File: config.mk
export PLATFORM = sky130hd
export DESIGN_NAME = deadtime_gate_driver
export DESIGN_NICKNAME = d
export VERILOG_FILES = /design/src/rtl/pwm_pkg.sv /design/src/rtl/dt_timer.sv /design/src/rtl/deadtime_gate_driver.sv
export SDC_FILE = /design/constraint.sdc
export NUM_CORES = 1
export LEC_CHECK = 0
export ABC_AREA = 1
export ABC_CLOCK_PERIOD_IN_PS = 2760
export CAP_MARGIN = 30
export CORE_UTILIZATION = 53
export CTS_CLUSTER_SIZE = 28
export DETAILED_ROUTE_END_ITERATION = 10
export PLACE_DENSITY = 0.75
export SYNTH_ARGS = -nofsm -noshare
export SYNTH_HDL_FRONTEND = slang
export SYNTH_HIERARCHICAL = 1
export SYNTH_SLANG_ARGS = --single-unit
File: constraint.sdc
create_clock -name clk -period 2.76 [get_ports clk]
set_clock_uncertainty 0.2 [all_clocks]
set_input_delay 0.828 -clock clk [delete_from_list [all_inputs] [get_ports clk]]
set_output_delay 0.828 -clock clk [all_outputs]
set_load 0.02 [all_outputs]
File: src/rtl/pwm_pkg.sv
// Shared encodings for the complementary PWM path: FSM states, decoded command
// values and the default dead-time counter width.
package pwm_pkg;

   localparam int DT_WIDTH_DEFAULT = 7;

   localparam logic [2:0] OFF   = 3'd0;
   localparam logic [2:0] DT_HI = 3'd1;
   localparam logic [2:0] DT_LO = 3'd2;
   localparam logic [2:0] ON_HI = 3'd3;
   localparam logic [2:0] ON_LO = 3'd4;
   localparam logic [2:0] FAULT = 3'd5;

   localparam logic [1:0] CMD_OFF = 2'd0;
   localparam logic [1:0] CMD_HI  = 2'd1;
   localparam logic [1:0] CMD_LO  = 2'd2;

   // Overlapping (11) and idle (00) PWM commands both mean "no gate on".
   function automatic logic [1:0] decode_cmd(input logic hi, input logic lo);
      case ({hi, lo})
         2'b10:   decode_cmd = CMD_HI;
         2'b01:   decode_cmd = CMD_LO;
         default: decode_cmd = CMD_OFF;
      endcase
   endfunction

endpackage

File: src/rtl/dt_timer.sv
// Dead-time interval counter: load clears it, enable advances it, and it parks
// at DEAD_TIME-1 (done) until the parent leaves the dead-time state.
module dt_timer #(
   parameter int DT_WIDTH  = 7,
   parameter int DEAD_TIME = 5
) (
   input  logic clk,
   input  logic reset,
   input  logic load,
   input  logic en,
   output logic done
);

   localparam logic [DT_WIDTH-1:0] LAST = DT_WIDTH'(DEAD_TIME - 1);

   logic [DT_WIDTH-1:0] count_q, count_d;

   always_comb begin
      count_d = count_q;
      if (load) begin
         count_d = '0;
      end else if (en && (count_q != LAST)) begin
         count_d = count_q + DT_WIDTH'(1);
      end
   end

   always_ff @(posedge clk) begin
      if (reset) begin
         count_q <= '0;
      end else begin
         count_q <= count_d;
      end
   end

   assign done = (count_q == LAST);

endmodule

File: src/rtl/deadtime_gate_driver.sv
// Half-bridge gate driver: inserts a programmable dead time before either gate
// turns on, never overlaps the gates, and latches external faults to all-off.
module deadtime_gate_driver
   import pwm_pkg::*;
#(
   parameter int DT_WIDTH  = DT_WIDTH_DEFAULT,
   parameter int DEAD_TIME = 5
) (
   input  logic clk,
   input  logic reset,
   input  logic en,
   input  logic fsw,
   input  logic fsw_bar,
   input  logic fault,
   input  logic fault_clr,
   output logic gate_hi,
   output logic gate_lo,
   output logic dt_active,
   output logic fault_lat
);

   logic [2:0] state_q, state_d;
   logic [1:0] cmd_q;
   logic       dt_load, dt_inc, dt_done;
   logic       gate_hi_q, gate_lo_q, dt_active_q, fault_lat_q;

   dt_timer #(
      .DT_WIDTH  (DT_WIDTH),
      .DEAD_TIME (DEAD_TIME)
   ) u_dt_timer (
      .clk   (clk),
      .reset (reset),
      .load  (dt_load),
      .en    (dt_inc),
      .done  (dt_done)
   );

   always_comb begin
      state_d = state_q;
      dt_load = 1'b0;
      dt_inc  = 1'b0;
      if (fault) begin
         state_d = FAULT;
      end else if (state_q == FAULT) begin
         if (fault_clr) state_d = OFF;
      end else if (!en) begin
         state_d = OFF;
      end else if (cmd_q == CMD_HI) begin
         // Any non-HI state restarts a full dead interval toward the high side.
         case (state_q)
            DT_HI: begin
               if (dt_done) state_d = ON_HI;
               else         dt_inc  = 1'b1;
            end
            ON_HI: state_d = ON_HI;
            default: begin
               state_d = DT_HI;
               dt_load = 1'b1;
            end
         endcase
      end else if (cmd_q == CMD_LO) begin
         case (state_q)
            DT_LO: begin
               if (dt_done) state_d = ON_LO;
               else         dt_inc  = 1'b1;
            end
            ON_LO: state_d = ON_LO;
            default: begin
               state_d = DT_LO;
               dt_load = 1'b1;
            end
         endcase
      end else begin
         state_d = OFF;
      end
   end

   always_ff @(posedge clk) begin
      if (reset) begin
         state_q     <= OFF;
         cmd_q       <= CMD_OFF;
         gate_hi_q   <= 1'b0;
         gate_lo_q   <= 1'b0;
         dt_active_q <= 1'b0;
         fault_lat_q <= 1'b0;
      end else begin
         state_q     <= state_d;
         cmd_q       <= decode_cmd(fsw, fsw_bar);
         gate_hi_q   <= (state_d == ON_HI);
         gate_lo_q   <= (state_d == ON_LO);
         dt_active_q <= (state_d == DT_HI) || (state_d == DT_LO);
         fault_lat_q <= (state_d == FAULT);
      end
   end

   assign gate_hi   = gate_hi_q;
   assign gate_lo   = gate_lo_q;
   assign dt_active = dt_active_q;
   assign fault_lat = fault_lat_q;

endmodule

==> qor.txt, run 1 <==
I/O pin cnt: 11
FF-to-FF setup slack: 0.78 ns
clock-pin slew on the worst setup and hold paths: 0.09 ns
Adder-Cell Fraction of Synth Area: 0.0271
Avg Vias per Cell: 5.14
switch share: 0.234
Reg2Reg Launch Point: u_dt_timer/count_q[0]$_SDFFE_PP0P_
Routed WL per cell: 9.98 microns
hold_sp: u_dt_timer/count_q[4]$_SDFFE_PP0P_
final hold violations: 0
htree depth: 1
WHS Endpoint: u_dt_timer/count_q[4]$_SDFFE_PP0P_
Std-Cell Rows: 14
initial antenna violation count: 0
placer congestion estimate: 0.840
CTS Hold Buffers Added: 0
EDFF count, synth: 0
crit share post-route: 0.808
area grow syn2layout: 17.4%
outcome: complete, but fails checks
die height: 43.7 microns
MaxCap Viol Count: 0
WP buf/inv: 1
1st-iter DRT viols: 22
Layout Nets: 156
Peak Freq: 448 MHz
crit path DAT: 1.20 ns
Synth Register Bits: 16
post-CTS sizing: 0
total track usage: 0.209
Synth warnings: 6
largest net degree at the start of global routing: 10
Clock Power Share: 0.340
FF/Latch Area: 320 sq um
Startpoint Class: flop
Synth area leaders: dfxtp_1 (35%), nand2_1 (9.8%), nor2_1 (9.4%)
critical-path cell list: clkdlybuf4s50_1
cts bufs inserted: 3
Slew @ Worst Pin: 0.334 ns
combinational share of power: 0.115
largest stage delay on the critical path: 0.60 ns
Post-CTS Setup Repair Bufs: 0
Hold Path Depth: 2
first-pass GRT wire length: 3.01 mm
RSZ-0062 raised after global routing: no
CP max-delay cell: clkdlybuf4s50_1
Synth Cell Area: 922 sq um
Seq pwr share: 0.545
multiplexer area fraction after synthesis: 0
Die Area: 1910 sq um
# fillers: 141
Post-synth top flop: dfxtp_1
Post-Syn Nets: 141
Synth top area share: 0.347
most frequent cells in the layout: nand2_1 (24), nor2_1 (23), inv_1 (19), dfxtp_1 (16), clkdlybuf4s50_1 (10)
Hold WC Path Type: reg -> reg
Synth area leader: dfxtp_1
synth unique cells: 21
Synth Area in Compound Gates: 0.0556
Core Footprint: 1560 sq um
Die Span X: 43.7 microns
Final min period: 2.23 ns
vias in the first global route: 703
Leak: 0.464 nW
Synth Area in XOR/XNOR: 0.0285
FFs w/ async S/R, synth: 0
commonest non-fill, non-tap cell in the layout: nand2_1
relative slew slack: 0.777
global route total overflow: 0
internal power: 0.340 mW
crit path kind: reg -> out
register area share after synthesis: 0.347
antenna cells: 0
DRC errors left: 1
Final Max Tran Viols: 0
cell family with most CP delay: buffers and inverters
CP endpoint kind: primary output
CTS max path bufs: 2
Worst Path Required: 1.73 ns
Port Buf Inserts: 10
Initial Util: 0.591
multi-input logic area: 515 sq um
final setup TNS: 0 ns
Max Fanout on Critical Path: 1
Post-DRT Antenna Nets: 0
reg2reg path depth: 12
vias post-DR: 832
failing checks: design-rule violations
DP Worst Slack: 0.268 ns
Synth Area in Simple Gates: 0.448
Max IR drop VDD: 0.354 mV
Avg Cell Area, Syn: 6.99 sq um
CTS root buffer: clkbuf_4
largest family of logic cells by synthesized area: simple AND/OR/NAND/NOR gates
endpoints failing setup: 0
drt first pass iters: 7
Setup WS post-layout: 0.529 ns
CTS Sinks: 16
WL final: 1.62 mm
power density over the cells: 409 nW/um^2
reg2reg end: u_dt_timer/count_q[6]$_SDFFE_PP0P_
Sw Pwr: 0.104 mW
post-DP HPWL: 1.32 mm
Mapped Cells: 132
Crit. Startpoint: dt_active$_SDFF_PP0_
CTS tree: built
clock insertion delay at the later pin of the skew report: 0.28 ns
share of cells above drive strength 1: 0.205
## power by group through the flow
stage	Combinational, mW	Sequential, mW	Clock, mW
finish	0.0509	0.241	0.151
global route	0.0576	0.242	0.165
CTS	0.0514	0.241	0.159
detailed placement	0.0511	0.247	0
global placement	0.0501	0.246	0
floorplan	0.0281	0.249	0
## worst max-delay path by stage
stage,to,slack [ns],cells past startpoint
finish,dt_active,0.53,1
detailed placement,u_dt_timer/count_q[6]$_SDFFE_PP0P_,0.27,9
global route,u_dt_timer/count_q[6]$_SDFFE_PP0P_,0.46,9
floorplan,u_dt_timer/count_q[6]$_SDFFE_PP0P_,0.78,8
CTS,gate_lo,0.51,1
global placement,u_dt_timer/count_q[6]$_SDFFE_PP0P_,0.30,9
## cell families (layout without fill, tap and decap cells)
logic type,count (synthesis),after routing
buf+inv,23,37
flops,16,16
xor+xnor,3,3
simple gates,79,79
compound gates,9,9
fa+ha+maj,2,2
## sequential cells by signal (all words and copies together) (netlist names)
name,count
u_dt_timer/count_q,7
gate_hi,1
fault_lat,1
state_q,3
cmd_q,2
gate_lo,1
dt_active,1
## area by class of cell
type	instances	share of cell area
Inverter	22	0.0763
Timing Repair Buffer	11	0.0994
Sequential cell	16	0.296
Tap cell	16	0.0185
Clock buffer	4	0.0335
Multi-Input combinational cell	93	0.476
## Yosys cell counts (2+ instances only)
library cell / n
a21oi_1: 5
dfxtp_1: 16
ha_1: 2
inv_1: 19
inv_2: 3
nand2_1: 24
nand2_2: 5
nand3_1: 6
nand3_2: 6
nand4_1: 3
nor2_1: 23
nor2_2: 6
nor2_4: 2
nor3_1: 2
o21ai_1: 2
xor2_1: 3
## layer usage
| layer | wire (microns) | part of all wire | track usage |
|---|---|---|---|
| met1 | 829 | 0.51 | 0.307 |
| met2 | 700 | 0.43 | 0.304 |
| met3 | 76 | 0.047 | 0.0250 |
| met4 | 10 | 0.0062 | 0.0938 |
| met5 | 0 | 0 | 0 |
## through the flow
step / cells / area [sq um] / utilization / hold WS (ns) / power (mW)
floorplan: 132 / 922 / - / 0.271 / 0.277
global placement: 158 / 1050 / 0.671 / 0.285 / 0.297
detailed placement: 158 / 1050 / 0.671 / 0.297 / 0.298
CTS: 162 / 1080 / 0.694 / 0.310 / 0.451
global route: 162 / 1080 / 0.694 / 0.347 / 0.465
finish: 162 / 1080 / 0.694 / 0.318 / 0.443
(Power assumes the default switching activity.)
==> run 2, diff against run 1 <==
--- a/config.mk
+++ b/config.mk
@@ -6,7 +6,7 @@
 export NUM_CORES = 1
 export LEC_CHECK = 0
 export ABC_AREA = 1
-export ABC_CLOCK_PERIOD_IN_PS = 2760
+export ABC_CLOCK_PERIOD_IN_PS = 2200
 export CAP_MARGIN = 30
 export CORE_UTILIZATION = 53
 export CTS_CLUSTER_SIZE = 28
==> constraint.sdc (replaced) <==
create_clock -name clk -period 2.2 [get_ports clk]
set_clock_uncertainty 0.2 [all_clocks]
set_input_delay 0.66 -clock clk [delete_from_list [all_inputs] [get_ports clk]]
set_output_delay 0.66 -clock clk [all_outputs]
set_load 0.02 [all_outputs]
==> qor.txt, run 2 (synthesis results as in run 1) <==
outcome: complete, but fails checks
failing checks: design-rule violations
Slew @ Worst Pin: 0.262 ns
clock-pin slew on the worst setup and hold paths: 0.10 ns
vias in the first global route: 756
largest stage delay on the critical path: 0.62 ns
Final min period: 2.09 ns
Post-CTS Setup Repair Bufs: 0
reg2reg path depth: 12
Worst Path Required: 1.34 ns
Reg2Reg Launch Point: u_dt_timer/count_q[0]$_SDFFE_PP0P_
WHS Endpoint: u_dt_timer/count_q[4]$_SDFFE_PP0P_
cell area after layout: 1110 sq um
CTS max path bufs: 2
CTS Hold Buffers Added: 0
WL final: 1.81 mm
clock insertion delay at the later pin of the skew report: 0.29 ns
htree depth: 1
Post-DRT Antenna Nets: 0
largest net degree at the start of global routing: 10
MaxCap Viol Count: 0
post-DP HPWL: 1.48 mm
number of flip-flops in the largest register: 7
Leak: 0.483 nW
crit path DAT: 1.23 ns
Routed WL per cell: 10.9 microns
commonest non-fill, non-tap cell in the layout: nand2_1
first-pass GRT wire length: 3.04 mm
RSZ-0062 raised after global routing: no
cell count after placement: 162
DRC errors left: 1
Max IR drop VDD: 0.512 mV
initial antenna violation count: 0
Peak Freq: 478 MHz
drt first pass iters: 7
most flop-heavy register: u_dt_timer/count_q
I/O pin cnt: 11
Avg Vias per Cell: 5.10
critical-path cell list: clkdlybuf4s50_1
post-CTS sizing: 0
CP max-delay cell: clkdlybuf4s50_1
Final Max Tran Viols: 0
share of cells above drive strength 1: 0.227
Hold WC Path Type: reg -> reg
CTS Sinks: 16
CTS tree: built
hold_sp: u_dt_timer/count_q[4]$_SDFFE_PP0P_
reg2reg end: u_dt_timer/count_q[6]$_SDFFE_PP0P_
area grow syn2layout: 20.6%
1st-iter DRT viols: 17
placed instance area: 1080 sq um
Die Span X: 43.7 microns
FF-to-FF setup slack: 0.17 ns
vias post-DR: 847
CP endpoint kind: primary output
crit path kind: reg -> out
most frequent cells in the layout: nand2_1 (24), nor2_1 (23), inv_1 (19), dfxtp_1 (16), clkdlybuf4s50_1 (10)
total track usage: 0.217
power density over the cells: 510 nW/um^2
Largest regs: u_dt_timer/count_q: 7 flops, state_q: 3 flops, cmd_q: 2 flops
Max Fanout on Critical Path: 1
global route total overflow: 0
cell family with most CP delay: buffers and inverters
final hold violations: 0
endpoints failing setup: 0
Die Area: 1910 sq um
Non-Filler Instances: 166
WP buf/inv: 1
relative slew slack: 0.825
die height: 43.7 microns
placer congestion estimate: 0.866
CTS root buffer: clkbuf_4
Layout Nets: 160
cts bufs inserted: 3
Core Footprint: 1560 sq um
Port Buf Inserts: 10
crit share post-route: 0.951
Startpoint Class: flop
antenna cells: 0
Std-Cell Rows: 14
Initial Util: 0.591
Hold Path Depth: 2
# fillers: 134
worst hold margin: 0.310 ns
## run 2: power by group
group	internal (mW)	total, mW	leakage [nW]	switching [mW]
Clock	0.101	0.194	0.0210	0.0935
Sequential	0.297	0.303	0.130	0.00631
Combinational	0.0334	0.0699	0.331	0.0365
## run 2: worst max-delay path by stage
stage	start	end	depth (start not counted)	slack [ns]
after floorplan	u_dt_timer/count_q[0]$_SDFFE_PP0P_	u_dt_timer/count_q[6]$_SDFFE_PP0P_	12	0.22
after global placement	en	u_dt_timer/count_q[6]$_SDFFE_PP0P_	8	-0.005
after detailed placement	en	u_dt_timer/count_q[6]$_SDFFE_PP0P_	8	-0.06
after CTS	gate_hi$_SDFF_PP0_	gate_hi	1	0.09
after global routing	u_dt_timer/count_q[0]$_SDFFE_PP0P_	u_dt_timer/count_q[6]$_SDFFE_PP0P_	12	0.02
final	gate_hi$_SDFF_PP0_	gate_hi	1	0.11
## run 2: final cells by class
cell class,instances,area [sq um],area share
flip-flops and latches,16,320,0.288
inverters,22,82.6,0.0742
well taps,16,20.0,0.0180
repair buffers,15,138,0.124
multi-input cells,93,515,0.463
clock buffers,4,36.3,0.0326
## run 2: metal layers
metal	wire length, microns	up-vias	GRT usage	part of all wire
met5	0	-	0	0
met4	10	0	0.0563	0.0055
met3	107	2	0.0708	0.059
met2	873	27	0.349	0.48
met1	819	372	0.280	0.45
li1	-	446	-	-
## run 2: per-stage QoR
step | setup slack, ns | setup TNS (ns) | power [mW] | utilization
finish | 0.108 | 0 | 0.567 | 0.713
global route | 0.0213 | 0 | 0.597 | 0.713
CTS | 0.0887 | 0 | 0.576 | 0.713
detailed placement | -0.0632 | -0.140 | 0.380 | 0.690
global placement | -0.00455 | -0.00518 | 0.378 | 0.690
floorplan | 0.222 | 0 | 0.348 | -
==> RTL change 1 (config.mk and constraints of run 1) <==
Make the reset (`reset`) asynchronous in 2 clocked blocks.
--- a/src/rtl/dt_timer.sv
+++ b/src/rtl/dt_timer.sv
@@ -24,7 +24,7 @@
       end
    end
 
-   always_ff @(posedge clk) begin
+   always_ff @(posedge clk or posedge reset) begin
       if (reset) begin
          count_q <= '0;
       end else begin
--- a/src/rtl/deadtime_gate_driver.sv
+++ b/src/rtl/deadtime_gate_driver.sv
@@ -75,7 +75,7 @@
       end
    end
 
-   always_ff @(posedge clk) begin
+   always_ff @(posedge clk or posedge reset) begin
       if (reset) begin
          state_q     <= OFF;
          cmd_q       <= CMD_OFF;
Formal check against the unedited RTL: differs if reset is asserted again (counterexample within 4 cycles, from zero or initial values and one cycle with reset high); with reset held inactive, the same outputs for 10 cycles.
==> RTL change 1 against run 1 <==
Sequential cell count unchanged. Area after synthesis up 11%. First-iteration DRC count is 36% higher. Design area up 9.5%. Synthesized cell count is 4.5% lower. Worst setup slack worse by 0.17 ns. Wire length increased by 14%.
Power is not compared: it rests on default switching activity, and its combinational part moved more than twofold at a synthesized area within 25%.
==> RTL change 1: results (changes against run 1) <==
\begin{tabular}{lr}
\hline
Metric & Value \\
\hline
\multicolumn{2}{l}{\textbf{Run status}} \\
\quad Run status & finished clean (was finished, violations left) \\
\multicolumn{2}{l}{\textbf{Worst setup path}} \\
\quad Maximum fanout encountered on the critical timing path & 9 (was 1) \\
\quad Worst r2r src & u\_dt\_timer/count\_q[0]\$\_DFFE\_PP0P\_ (was u\_dt\_timer/count\_q[0]\$\_SDFFE\_PP0P\_) \\
\quad Path depth of the worst reg2reg path & 14 (was 12) \\
\quad Critical path class & input port to flop (was flop to output pin) \\
\quad Endpoint of the worst-slack reg-to-reg timing path & u\_dt\_timer/count\_q[2]\$\_DFFE\_PP0P\_ (was u\_dt\_timer/count\_q[6]\$\_SDFFE\_PP0P\_) \\
\quad Worst setup slack for register-to-register paths & 0.64 ns (was 0.78 ns) \\
\quad Biggest cell delay along the critical path & 0.50 ns (was 0.60 ns) \\
\multicolumn{2}{l}{\textbf{Final layout}} \\
\quad Multi-input gate share of total cell area & 43.7\% (was 47.6\%) \\
\quad Growth of design area from synthesis to finish & 15.3\% (was 17.4\%) \\
\quad Share of final layout cell area taken by clock buffers and inverters & 1.90\% (was 3.35\%) \\
\quad Buffer share of cell area & 9.71\% (was 9.94\%) \\
\quad Count of multi-input combinational gates & 83 (was 93) \\
\quad Buffers excl. clock & 12 (was 11) \\
\multicolumn{2}{l}{\textbf{Drt}} \\
\quad Number of design-rule violations left by the first detailed-router iteration & 30 (was 22) \\
\quad Number of search-and-repair iterations in the first detailed-routing pass & 4 (was 7) \\
\quad Number of vias after detailed routing & 809 (was 832) \\
\multicolumn{2}{l}{\textbf{Synthesis}} \\
\quad Proportion of synthesized chip area in sequential cells & 39.0\% (was 34.7\%) \\
\quad Mean cell area of the mapped netlist & 8.15 sq um (was 6.99 sq um) \\
\quad Count of cell types in the netlist & 23 (was 21) \\
\quad Dominant register cell in the synthesized netlist & dfrtp\_1 (was dfxtp\_1) \\
\quad Most frequent cells after synthesis & 22 x nand2\_1, 18 x inv\_1, 16 x dfrtp\_1 (was 24 x nand2\_1, 23 x nor2\_1, 19 x inv\_1) \\
\quad Most area-consuming cells after synthesis & dfrtp\_1 39\%, nand2\_1 8.0\%, nand3\_1 7.3\%, inv\_1 6.6\%, nor2\_1 5.1\% (was dfxtp\_1 35\%, nand2\_1 9.8\%, nor2\_1 9.4\%, inv\_1 7.7\%, nand3\_2 6.5\%) \\
\quad Post-synthesis compound-gate area fraction & 4.14\% (was 5.56\%) \\
\quad Synthesized-area fraction occupied by adder cells & 2.44\% (was 2.71\%) \\
\quad Xor and xnor area share after synthesis & 2.56\% (was 2.85\%) \\
\multicolumn{2}{l}{\textbf{GRT}} \\
\quad Via count of the first global-routing pass & 706 (was 703) \\
\quad Wire length of the first global-routing pass & 3.03 mm (was 3.01 mm) \\
\multicolumn{2}{l}{\textbf{Timing}} \\
\quad Worst Tran Pin Value & 0.339 ns (was 0.334 ns) \\
\hline
\end{tabular}
==> RTL change 1: changes by cell type in the layout (fill, tap and decap cells not counted), moves of 3 or more <==
| cell | delta |
|---|---|
| a21oi_1 | -4 |
| dfrtp_1 | +16 |
| dfxtp_1 | -16 |
| inv_2 | +3 |
| nand2_4 | +4 |
| nand3_1 | +9 |
| nand3_2 | -3 |
| nor2_1 | -9 |
==> RTL change 1: through the flow <==
step	cells	setup WS (ns)	total power, uW
floorplan	126	0.665	369
global placement	162	0.158	401
detailed placement	162	0.121	403
CTS	165	0.371	520
global route	165	0.236	545
finish	165	0.356	514
==> RTL change 1: worst min path at each step <==
stage	cells past startpoint	endpoint	slack, ns	startpoint
after CTS	2	u_dt_timer/count_q[1]$_DFFE_PP0P_	0.38	u_dt_timer/count_q[1]$_DFFE_PP0P_
after global placement	2	u_dt_timer/count_q[0]$_DFFE_PP0P_	0.35	u_dt_timer/count_q[0]$_DFFE_PP0P_
final	2	u_dt_timer/count_q[1]$_DFFE_PP0P_	0.38	u_dt_timer/count_q[1]$_DFFE_PP0P_
after detailed placement	2	u_dt_timer/count_q[0]$_DFFE_PP0P_	0.36	u_dt_timer/count_q[0]$_DFFE_PP0P_
after global routing	2	u_dt_timer/count_q[0]$_DFFE_PP0P_	0.40	u_dt_timer/count_q[0]$_DFFE_PP0P_
after floorplan	2	u_dt_timer/count_q[0]$_DFFE_PP0P_	0.32	u_dt_timer/count_q[0]$_DFFE_PP0P_
==> RTL change 1: per-layer routing <==
metal	wire [microns]	global-route usage, %	vias up
met5	0	0	-
met4	12	8.82	0
met3	90	1.19	2
met2	804	28.5	19
met1	931	31.5	369
li1	-	-	419
==> RTL change 1: worst min-delay path, cell delays in order, from the launching register on <==
cell     delay [ns]
dfrtp_1        0.43
nand2_2        0.09
a21oi_2        0.04
==> RTL change 2 (settings of run 1) <==
Made on the original files. `DT_WIDTH_DEFAULT`: 7 -> 14.
--- a/src/rtl/pwm_pkg.sv
+++ b/src/rtl/pwm_pkg.sv
@@ -2,7 +2,7 @@
 // values and the default dead-time counter width.
 package pwm_pkg;
 
-   localparam int DT_WIDTH_DEFAULT = 7;
+   localparam int DT_WIDTH_DEFAULT = 14;
 
    localparam logic [2:0] OFF   = 3'd0;
    localparam logic [2:0] DT_HI = 3'd1;
Formal check against the unedited RTL: no difference found for any inputs over 10 cycles, from zero or initial values and one cycle with reset high; that may be too few to reach the edited logic, so the function may still have changed.
==> RTL change 2 against run 1 <==
Wire length up 71%. Area after synthesis up 55%. Total power up 24%. Global-route usage up 1.5 points. Maximum frequency down 5.5%. Combinational power up 9.8%. Sequential power up 42%. Sequential share of layout area down 0.27 points. Worst setup slack worse by 0.13 ns. Design area up 45%. Sequential cell count up 7. Critical endpoint is now u_dt_timer/count_q[1]$_SDFFE_PP0P_. Largest power group unchanged. Highest routed layer unchanged.
==> RTL change 2: results (changes against run 1) <==
\begin{tabular}{lr}
\hline
Metric & Value \\
\hline
\multicolumn{2}{l}{\textbf{Run status}} \\
\quad Run status & finished clean (was finished, violations left) \\
\multicolumn{2}{l}{\textbf{GRT}} \\
\quad Met3 capacity usage during global routing & 3.67\% (was 2.50\%) \\
\quad Global routing met1 resource utilization & 25.5\% (was 30.7\%) \\
\quad Overall Global Routing Usage & 22.4\% (was 20.9\%) \\
\quad Met2 Usage GRT & 40.7\% (was 30.4\%) \\
\quad Pin count of the biggest net entering global routing & 13 (was 10) \\
\quad Wire length of the first global-routing pass & 4.67 mm (was 3.01 mm) \\
\quad Via count of the first global-routing pass & 1157 (was 703) \\
\multicolumn{2}{l}{\textbf{Synthesis}} \\
\quad Synthesized-area fraction occupied by adder cells & 1.75\% (was 2.71\%) \\
\quad Most frequent cells after synthesis & 48 x nand2\_1, 39 x nor2\_1, 24 x inv\_1 (was 24 x nand2\_1, 23 x nor2\_1, 19 x inv\_1) \\
\quad Count of cell types in the netlist & 26 (was 21) \\
\quad Xor and xnor area share after synthesis & 3.68\% (was 2.85\%) \\
\quad Synthesized net count & 223 (was 141) \\
\multicolumn{2}{l}{\textbf{Place}} \\
\quad Detail Placement HPWL & 2.18 mm (was 1.32 mm) \\
\quad Cell Count Post-Placement & 252 (was 158) \\
\quad RD Place Congestion & 0.870 (was 0.840) \\
\quad Placed Instance Area & 1540 sq um (was 1050 sq um) \\
\multicolumn{2}{l}{\textbf{Drt}} \\
\quad Metal-1 WL & 1.20 mm (was 829 microns) \\
\quad Avg Vias per Cell & 5.10 (was 5.14) \\
\quad DR WL/cell & 10.8 microns (was 9.98 microns) \\
\quad Number of design-rule violations left by the first detailed-router iteration & 49 (was 22) \\
\quad Amount of wire on met3 after detailed routing & 118 microns (was 76 microns) \\
\quad Met2 routed WL & 1.42 mm (was 700 microns) \\
\multicolumn{2}{l}{\textbf{Pwr}} \\
\quad Power drawn by the combinational cells & 55.9 uW (was 50.9 uW) \\
\quad VDD IR max & 0.337 mV (was 0.354 mV) \\
\quad Internal & 419 uW (was 340 uW) \\
\multicolumn{2}{l}{\textbf{Final layout}} \\
\quad Fraction of layout cells with a size suffix above 1 & 15.0\% (was 20.5\%) \\
\quad Total number of nets in the final design & 236 (was 156) \\
\quad \# fillers & 232 (was 141) \\
\multicolumn{2}{l}{\textbf{Worst setup path}} \\
\quad Maximum fanout encountered on the critical timing path & 11 (was 1) \\
\multicolumn{2}{l}{\textbf{Timing}} \\
\quad Worst Tran Pin Value & 0.514 ns (was 0.334 ns) \\
\hline
\end{tabular}
-- RTL change 2: cell types whose count changed after synthesis, sizes merged, moves of 4 or more --
cell	delta
a21oi	+4
nand3	+5
inv	+6
nor2	+15
nand2	+29
dfxtp	+7
buf	+4
nand4	+6
-- RTL change 2: cell type report --
type	count	area, sq um	area share, %
Clock buffer	4	26.3	1.67
Inverter	30	113	7.17
Multi-Input combinational cell	156	811	51.6
Sequential cell	23	460	29.3
Tap cell	30	37.5	2.39
Timing Repair Buffer	13	123	7.81
-- RTL change 2: final timing paths --
| check | from | slack, ns | cells past startpoint | endpoint |
|---|---|---|---|---|
| worst max-delay path | u_dt_timer/count_q[3]$_SDFFE_PP0P_ | 0.40 | 11 | u_dt_timer/count_q[1]$_SDFFE_PP0P_ |
| worst min-delay path | u_dt_timer/count_q[0]$_SDFFE_PP0P_ | 0.32 | 2 | u_dt_timer/count_q[0]$_SDFFE_PP0P_ |
| worst max register to register | u_dt_timer/count_q[3]$_SDFFE_PP0P_ | 0.40 | 11 | u_dt_timer/count_q[1]$_SDFFE_PP0P_ |
| worst min register to register | u_dt_timer/count_q[0]$_SDFFE_PP0P_ | 0.32 | 2 | u_dt_timer/count_q[0]$_SDFFE_PP0P_ |
-- RTL change 2: worst max-delay path, stage by stage, from the launching register on --
cell and delay, ns:
dfxtp_1 0.38, nor4_1 0.33, nand3_1 0.11, nor3_1 0.42, nor2_1 0.12, nand2_2 0.11, a21oi_1 0.07, buf_4 0.18
nand2_4 0.12, inv_2 0.08, nor2_1 0.09, nor2_1 0.05
-- RTL change 2: stage by stage --
stage / setup slack (ns) / utilization (%)
global placement: 0.250 / 61.2
detailed placement: 0.218 / 61.2
CTS: 0.404 / 62.3
finish: 0.398 / 62.3
floorplan: 0.809 / -
global route: 0.231 / 62.3
